$ cat src/rtl/hpu_part_stage_sched.sv
// Stage scheduler for the 3-part partitioned GF64 NTT datapath.
// Optional perf counters: define HPU_PART_SCHED_PERF_EN.
module hpu_part_stage_sched #(
  parameter int S          = 8,
  parameter int DELTA      = 3,
  parameter int BEAT_NB    = 4,
  parameter int BATCH_ID_W = 4,
  parameter int STG_W      = $clog2(2*S)
) (
  input  logic                  clk,
  input  logic                  s_rst,
  input  logic                  batch_vld,
  output logic                  batch_rdy,
  input  logic [BATCH_ID_W-1:0] batch_id,
  output logic                  cmd_vld,
  input  logic                  cmd_rdy,
  output logic [1:0]            cmd_seg,
  output logic [STG_W-1:0]      cmd_stage,
  output logic                  cmd_pp,
  output logic [BATCH_ID_W-1:0] cmd_bid,
  output logic                  cmd_first,
  output logic                  cmd_last,
  input  logic [1:0]            pp_release,
  output logic                  done_vld,
  output logic [BATCH_ID_W-1:0] done_bid,
  output logic                  busy
`ifdef HPU_PART_SCHED_PERF_EN
  ,
  output logic [31:0]           perf_stall_cnt,
  output logic [31:0]           perf_pp_wait_cnt
`endif
);

  localparam int BW = (BEAT_NB > 1) ? $clog2(BEAT_NB) : 1;

  localparam logic [STG_W-1:0] G_LAST = STG_W'(2*S-1);
  localparam logic [STG_W-1:0] G_M1   = STG_W'(DELTA+1);
  localparam logic [STG_W-1:0] G_M2   = STG_W'(2*S-DELTA-1);
  localparam logic [STG_W-1:0] G_S    = STG_W'(S);
  localparam logic [STG_W-1:0] G_S1   = STG_W'(S-1);
  localparam logic [BW-1:0]    B_LAST = BW'(BEAT_NB-1);

  typedef enum logic [1:0] {
    IDLE,
    RUN,
    WAIT_PP,
    DONE
  } state_t;

  state_t                  state_q, state_d;
  logic [STG_W-1:0]        g_q, g_d;
  logic [BW-1:0]           beat_q, beat_d;
  logic [BATCH_ID_W-1:0]   bid_q, bid_d;
  logic                    bank_q, bank_d;
  logic [1:0]              ppb_q, ppb_d;

  logic                    fire;
  logic                    last_beat;
  logic                    last_all;
  logic [STG_W-1:0]        g_inc;
  logic [1:0]              pp_set;
  logic [1:0]              seg_w;
  logic [STG_W-1:0]        stage_w;

  assign fire      = (state_q == RUN) && cmd_rdy;
  assign last_beat = (beat_q == B_LAST);
  assign last_all  = last_beat && (g_q == G_LAST);
  assign g_inc     = g_q + 1'b1;

  always_comb begin
    state_d = state_q;
    g_d     = g_q;
    beat_d  = beat_q;
    bid_d   = bid_q;
    bank_d  = bank_q;
    unique case (state_q)
      IDLE: begin
        if (batch_vld) begin
          bid_d   = batch_id;
          g_d     = '0;
          beat_d  = '0;
          state_d = RUN;
        end
      end
      RUN: begin
        if (fire) begin
          if (last_all) begin
            state_d = DONE;
          end else if (!last_beat) begin
            beat_d = beat_q + 1'b1;
          end else begin
            beat_d = '0;
            g_d    = g_inc;
            if ((g_inc == G_M1) && ppb_q[bank_q])
              state_d = WAIT_PP;
          end
        end
      end
      WAIT_PP: begin
        if (!ppb_q[bank_q])
          state_d = RUN;
      end
      DONE: begin
        bank_d  = ~bank_q;
        g_d     = '0;
        beat_d  = '0;
        state_d = IDLE;
      end
      default: state_d = IDLE;
    endcase
  end

  // A set on the first MID1 fire overrides a same-cycle release.
  always_comb begin
    pp_set = 2'b00;
    if (fire && (g_q == G_M1) && (beat_q == '0))
      pp_set[bank_q] = 1'b1;
    ppb_d = (ppb_q & ~pp_release) | pp_set;
  end

  always_ff @(posedge clk) begin
    if (s_rst) begin
      state_q <= IDLE;
      g_q     <= '0;
      beat_q  <= '0;
      bid_q   <= '0;
      bank_q  <= 1'b0;
      ppb_q   <= 2'b00;
    end else begin
      state_q <= state_d;
      g_q     <= g_d;
      beat_q  <= beat_d;
      bid_q   <= bid_d;
      bank_q  <= bank_d;
      ppb_q   <= ppb_d;
    end
  end

  always_comb begin
    seg_w = 2'd2;
    if (g_q < G_M1)
      seg_w = 2'd0;
    else if (g_q < G_M2)
      seg_w = 2'd1;
    stage_w = (g_q < G_S) ? (G_S1 - g_q) : g_q;
  end

  // Command fields read zero whenever no beat is offered.
  always_comb begin
    cmd_vld   = (state_q == RUN);
    cmd_seg   = cmd_vld ? seg_w : 2'd0;
    cmd_stage = cmd_vld ? stage_w : '0;
    cmd_pp    = cmd_vld && (seg_w == 2'd1) && bank_q;
    cmd_bid   = cmd_vld ? bid_q : '0;
    cmd_first = cmd_vld && (g_q == '0) && (beat_q == '0);
    cmd_last  = cmd_vld && last_all;
    batch_rdy = (state_q == IDLE);
    done_vld  = (state_q == DONE);
    done_bid  = done_vld ? bid_q : '0;
    busy      = (state_q != IDLE);
  end

`ifdef HPU_PART_SCHED_PERF_EN
  logic [31:0] stall_q, stall_d;
  logic [31:0] wait_q, wait_d;

  always_comb begin
    stall_d = stall_q;
    wait_d  = wait_q;
    if (cmd_vld && !cmd_rdy && (stall_q != 32'hFFFF_FFFF))
      stall_d = stall_q + 32'd1;
    if ((state_q == WAIT_PP) && (wait_q != 32'hFFFF_FFFF))
      wait_d = wait_q + 32'd1;
  end

  always_ff @(posedge clk) begin
    if (s_rst) begin
      stall_q <= '0;
      wait_q  <= '0;
    end else begin
      stall_q <= stall_d;
      wait_q  <= wait_d;
    end
  end

  assign perf_stall_cnt   = stall_q;
  assign perf_pp_wait_cnt = wait_q;
`endif

endmodule

$ cat config.mk
export PLATFORM = sky130hd
export DESIGN_NAME = hpu_part_stage_sched
export DESIGN_NICKNAME = d
export VERILOG_FILES = /design/src/rtl/hpu_part_stage_sched.sv
export SDC_FILE = /design/constraint.sdc
export NUM_CORES = 1
export LEC_CHECK = 0
export CELL_PAD_IN_SITES_DETAIL_PLACEMENT = 1
export CELL_PAD_IN_SITES_GLOBAL_PLACEMENT = 1
export CORE_MARGIN = 5
export CORE_UTILIZATION = 32
export CTS_CLUSTER_SIZE = 24
export DETAILED_ROUTE_END_ITERATION = 16
export PLACE_DENSITY = 0.88
export SYNTH_ARGS = -nofsm -noshare
export SYNTH_HDL_FRONTEND = slang
export SYNTH_SLANG_ARGS = --single-unit
$ cat constraint.sdc
create_clock -name clk -period 1.43 [get_ports clk]
set_input_delay 0.143 -clock clk [delete_from_list [all_inputs] [get_ports clk]]
set_output_delay 0.143 -clock clk [all_outputs]
set_load 0.01 [all_outputs]
==> out/qor.csv <==
stage,metric,value,unit
pwr,power density over the cells,583,mW/mm2
logic_synthesis,"FFs w/ async S/R, synth",0,%
timing,final hold slack,480,ps
logic_synthesis,Post-synth top cells,"dfxtp_1 (15), nor2_1 (12), inv_1 (10), a21oi_1 (9), and2_1 (9)",
logic_synthesis,syn nets,136,
timing,final setup violating endpoints,3,
min_path,hold path endpoint,bid_q[2]$_SDFFE_PP0P_,
logic_synthesis,Post-Syn Area,947,um2
clock_network,CTS Buffer Depth,2,
clock_network,clock latency on the worst-skew pair,280,ps
flow_run,Max Cap Violations,0,
logic_synthesis,#FFs+latches synth,15,
layout,P&R area growth vs syn,66.1,%
clock_network,hold_buf cts,0,
timing,Worst Max-Slew Pin Slew,208,ps
detailed_routing,Vias per Instance,5.37,
timing,Slew Limit Fails,0,
logic_synthesis,Synth area leaders,"dfxtp_1 (32%), ha_1 (11%), and2_1 (5.9%)",
timing,post-layout min period,1530,ps
detailed_routing,initial DRC count,16,
clock_network,htree depth,1,
grt,largest net degree at the start of global routing,14,
min_path,worst min-delay path startpoint,batch_id[2],
clock_network,Root Buffer Master,clkbuf_4,
floorplan,area of the die,0.00415,mm2
critical_path,critical path startpoint,g_q[2]$_SDFFE_PP0P_,
placed_design,placed wire-length estimate,2440,um
pwr,Leak,0.678,nW
logic_synthesis,Synth top area share,31.7,%
clock_network,CTS tree,yes,
timing,Final WS setup,-98.2,ps
logic_synthesis,sequential area share after synthesis,31.7,%
placed_design,Post-Place Cell Area,0.00142,mm2
critical_path,reg2reg setup slack,-100,ps
critical_path,Worst Path Required,1600,ps
critical_path,Critical R2R Launch,g_q[2]$_SDFFE_PP0P_,
clock_network,Sink Count,15,
floorplan,IO Pins,31,
critical_path,crit path launch type,flip-flop,
layout,final instance area,0.00157,mm2
logic_synthesis,synthesized instance count,118,
grt,Tot GR Track Use,17.2,%
clock_network,Clock transition at path regs,90,ps
floorplan,num rows,19,
min_path,WHS Path Cells,3,
critical_path,"Arr. time, crit path",1700,ps
floorplan,core area,0.00281,mm2
placed_design,RePlAce Congestion,0.793,
layout,Total Nets Final,190,
floorplan,Die W,64.4,um
pwr,total power,917,uW
timing,Max transition margin,86.0,%
min_path,Worst Hold Class,primary input to flip-flop,
detailed_routing,WL per Instance,17.8,um
floorplan,Die Y,64.4,um
placed_design,post-place setup slack,-169,ps
detailed_routing,1st-pass router iterations,4,
logic_synthesis,top-count cell post-synth,dfxtp_1,
pwr,maximum vdd drop,444,uV
logic_synthesis,Post-synth EDFFs,0,
logic_synthesis,top_reg_cell synth,dfxtp_1,
layout,share of cells above drive strength 1,42.1,%
detailed_routing,Post-Route WL,3590,um
timing,Fmax,0.654,GHz
critical_path,crit end category,flip-flop,
grt,antenna violations before repair,0,
timing,Worst Skew,5.30,ps
clock_network,total CTS buffers,3,
detailed_routing,DRC viols,0,
outcome,status,finished with violations,
detailed_routing,DRT antenna net count,0,
timing,setup_tns,-190,ps
critical_path,terminus of the critical flop-to-flop path,g_q[2]$_SDFFE_PP0P_,
grt,GRT Residual Overflow,0,
logic_synthesis,synth warn,0,
grt,first-pass GRT wire length,5620,um
logic_synthesis,cell taking the most area after synthesis,dfxtp_1,
critical_path,critical path class,flip-flop to flip-flop,
critical_path,maximum fanout along the worst path,3,
logic_synthesis,Synth cell types,31,
grt,vias in the first global route,1209,
logic_synthesis,mean post-synth cell area,8.03,um2
floorplan,Initial Utilization,33.8,%
timing,Final Cycle Share,107,%
layout,n_diodes,0,
outcome,violations in the final reports,setup timing,
placed_design,Port Buffer Count,30,
timing,setup repair after global routing missed its margin,yes,
timing,Final Hold Violating Endpoints,0,
critical_path,r2r worst-path depth,6,
detailed_routing,via count,1084,
power by group:
| group | switching (mW) | total, mW | internal (mW) |
|---|---|---|---|
| logic | 0.119 | 0.234 | 0.115 |
| registers | 0.0126 | 0.442 | 0.429 |
| clock network | 0.133 | 0.241 | 0.108 |
| total | 0.265 | 0.917 | 0.652 |
registers in the layout, indices dropped and copies added (netlist names):
| signal | flops |
|---|---|
| beat_q | 2 |
| state_q | 2 |
| ppb_q | 2 |
| g_q | 4 |
| bid_q | 4 |
| bank_q | 1 |
worst max-delay path by stage:
stage	cells after the start	slack [ps]	to
6_report	6	-100	g_q[2]$_SDFFE_PP0P_
5_1_grt	4	-150	cmd_pp
4_1_cts	4	-70	cmd_pp
3_5_place_dp	4	-170	cmd_pp
3_3_place_gp	4	-110	cmd_pp
2_1_floorplan	6	130	bid_q[0]$_SDFFE_PP0P_
cell type report:
class	instances	area (um2)
fill	337	1230
timing repair buffer	53	439
multi-input combinational	87	706
inverter	12	47.5
sequential	15	315
clock buffer	4	26.3
tap	31	38.8
layer usage:
layer	vias to the layer above	part of all wire, %	global-route usage (%)
met5	-	0	0
met4	0	0.86	4.22
met3	5	3.9	3.50
li1	515	-	-
met2	30	55	33.9
met1	534	40	18.6
layout by cell type, fill, tap and decap left out, types with 2 or more instances in the layout:
cell	count
ha_4	5
dlygate4sd2_1	4
mux2i_1	4
xor2_1	3
a21oi_2	2
dfxtp_4	2
nand3_1	4
buf_4	20
or3_1	2
dfxtp_2	6
dfxtp_1	7
and3_1	6
and2_4	2
inv_2	6
nand2_1	3
nand4_1	2
clkbuf_4	3
and2_1	7
clkbuf_2	2
nand3b_1	2
clkdlybuf4s50_1	9
o21ai_0	7
buf_2	7
a21oi_1	7
buf_6	3
clkdlybuf4s15_2	4
nor2_1	12
inv_1	5
ha_1	2
clkdlybuf4s15_1	4
critical path, stage by stage, from the launching register on:
cell      delay [ps]
dfxtp_2          350
buf_6            120
ha_4             170
buf_6            120
nand4b_1         200
and2_4           170
o311a_1          290
cell families (layout without fill, tap and decap cells):
group / Yosys count / in the layout / synth area share [%]
compound gates: 23 / 23 / 14.5
buf+inv: 16 / 69 / 7.00
mux: 5 / 5 / 5.42
xor+xnor: 5 / 5 / 4.62
flops: 15 / 15 / 31.7
simple gates: 46 / 46 / 26.2
fa+ha+maj: 8 / 8 / 10.6
through the flow:
stage | util, % | cells
after floorplan | - | 118
after global placement | 50.4 | 195
after detailed placement | 50.4 | 195
after CTS | 53.6 | 201
after global routing | 56.1 | 202
final | 56.1 | 202
what timing repair did:
| action | CTS | global route |
|---|---|---|
| pin swaps | 3 | 8 |
| buffers inserted | 2 | 1 |
| resized for setup | 69 | 31 |
| setup endpoints to repair | 25 | 26 |
No activity file was read; power rests on OpenSTA's default activity.
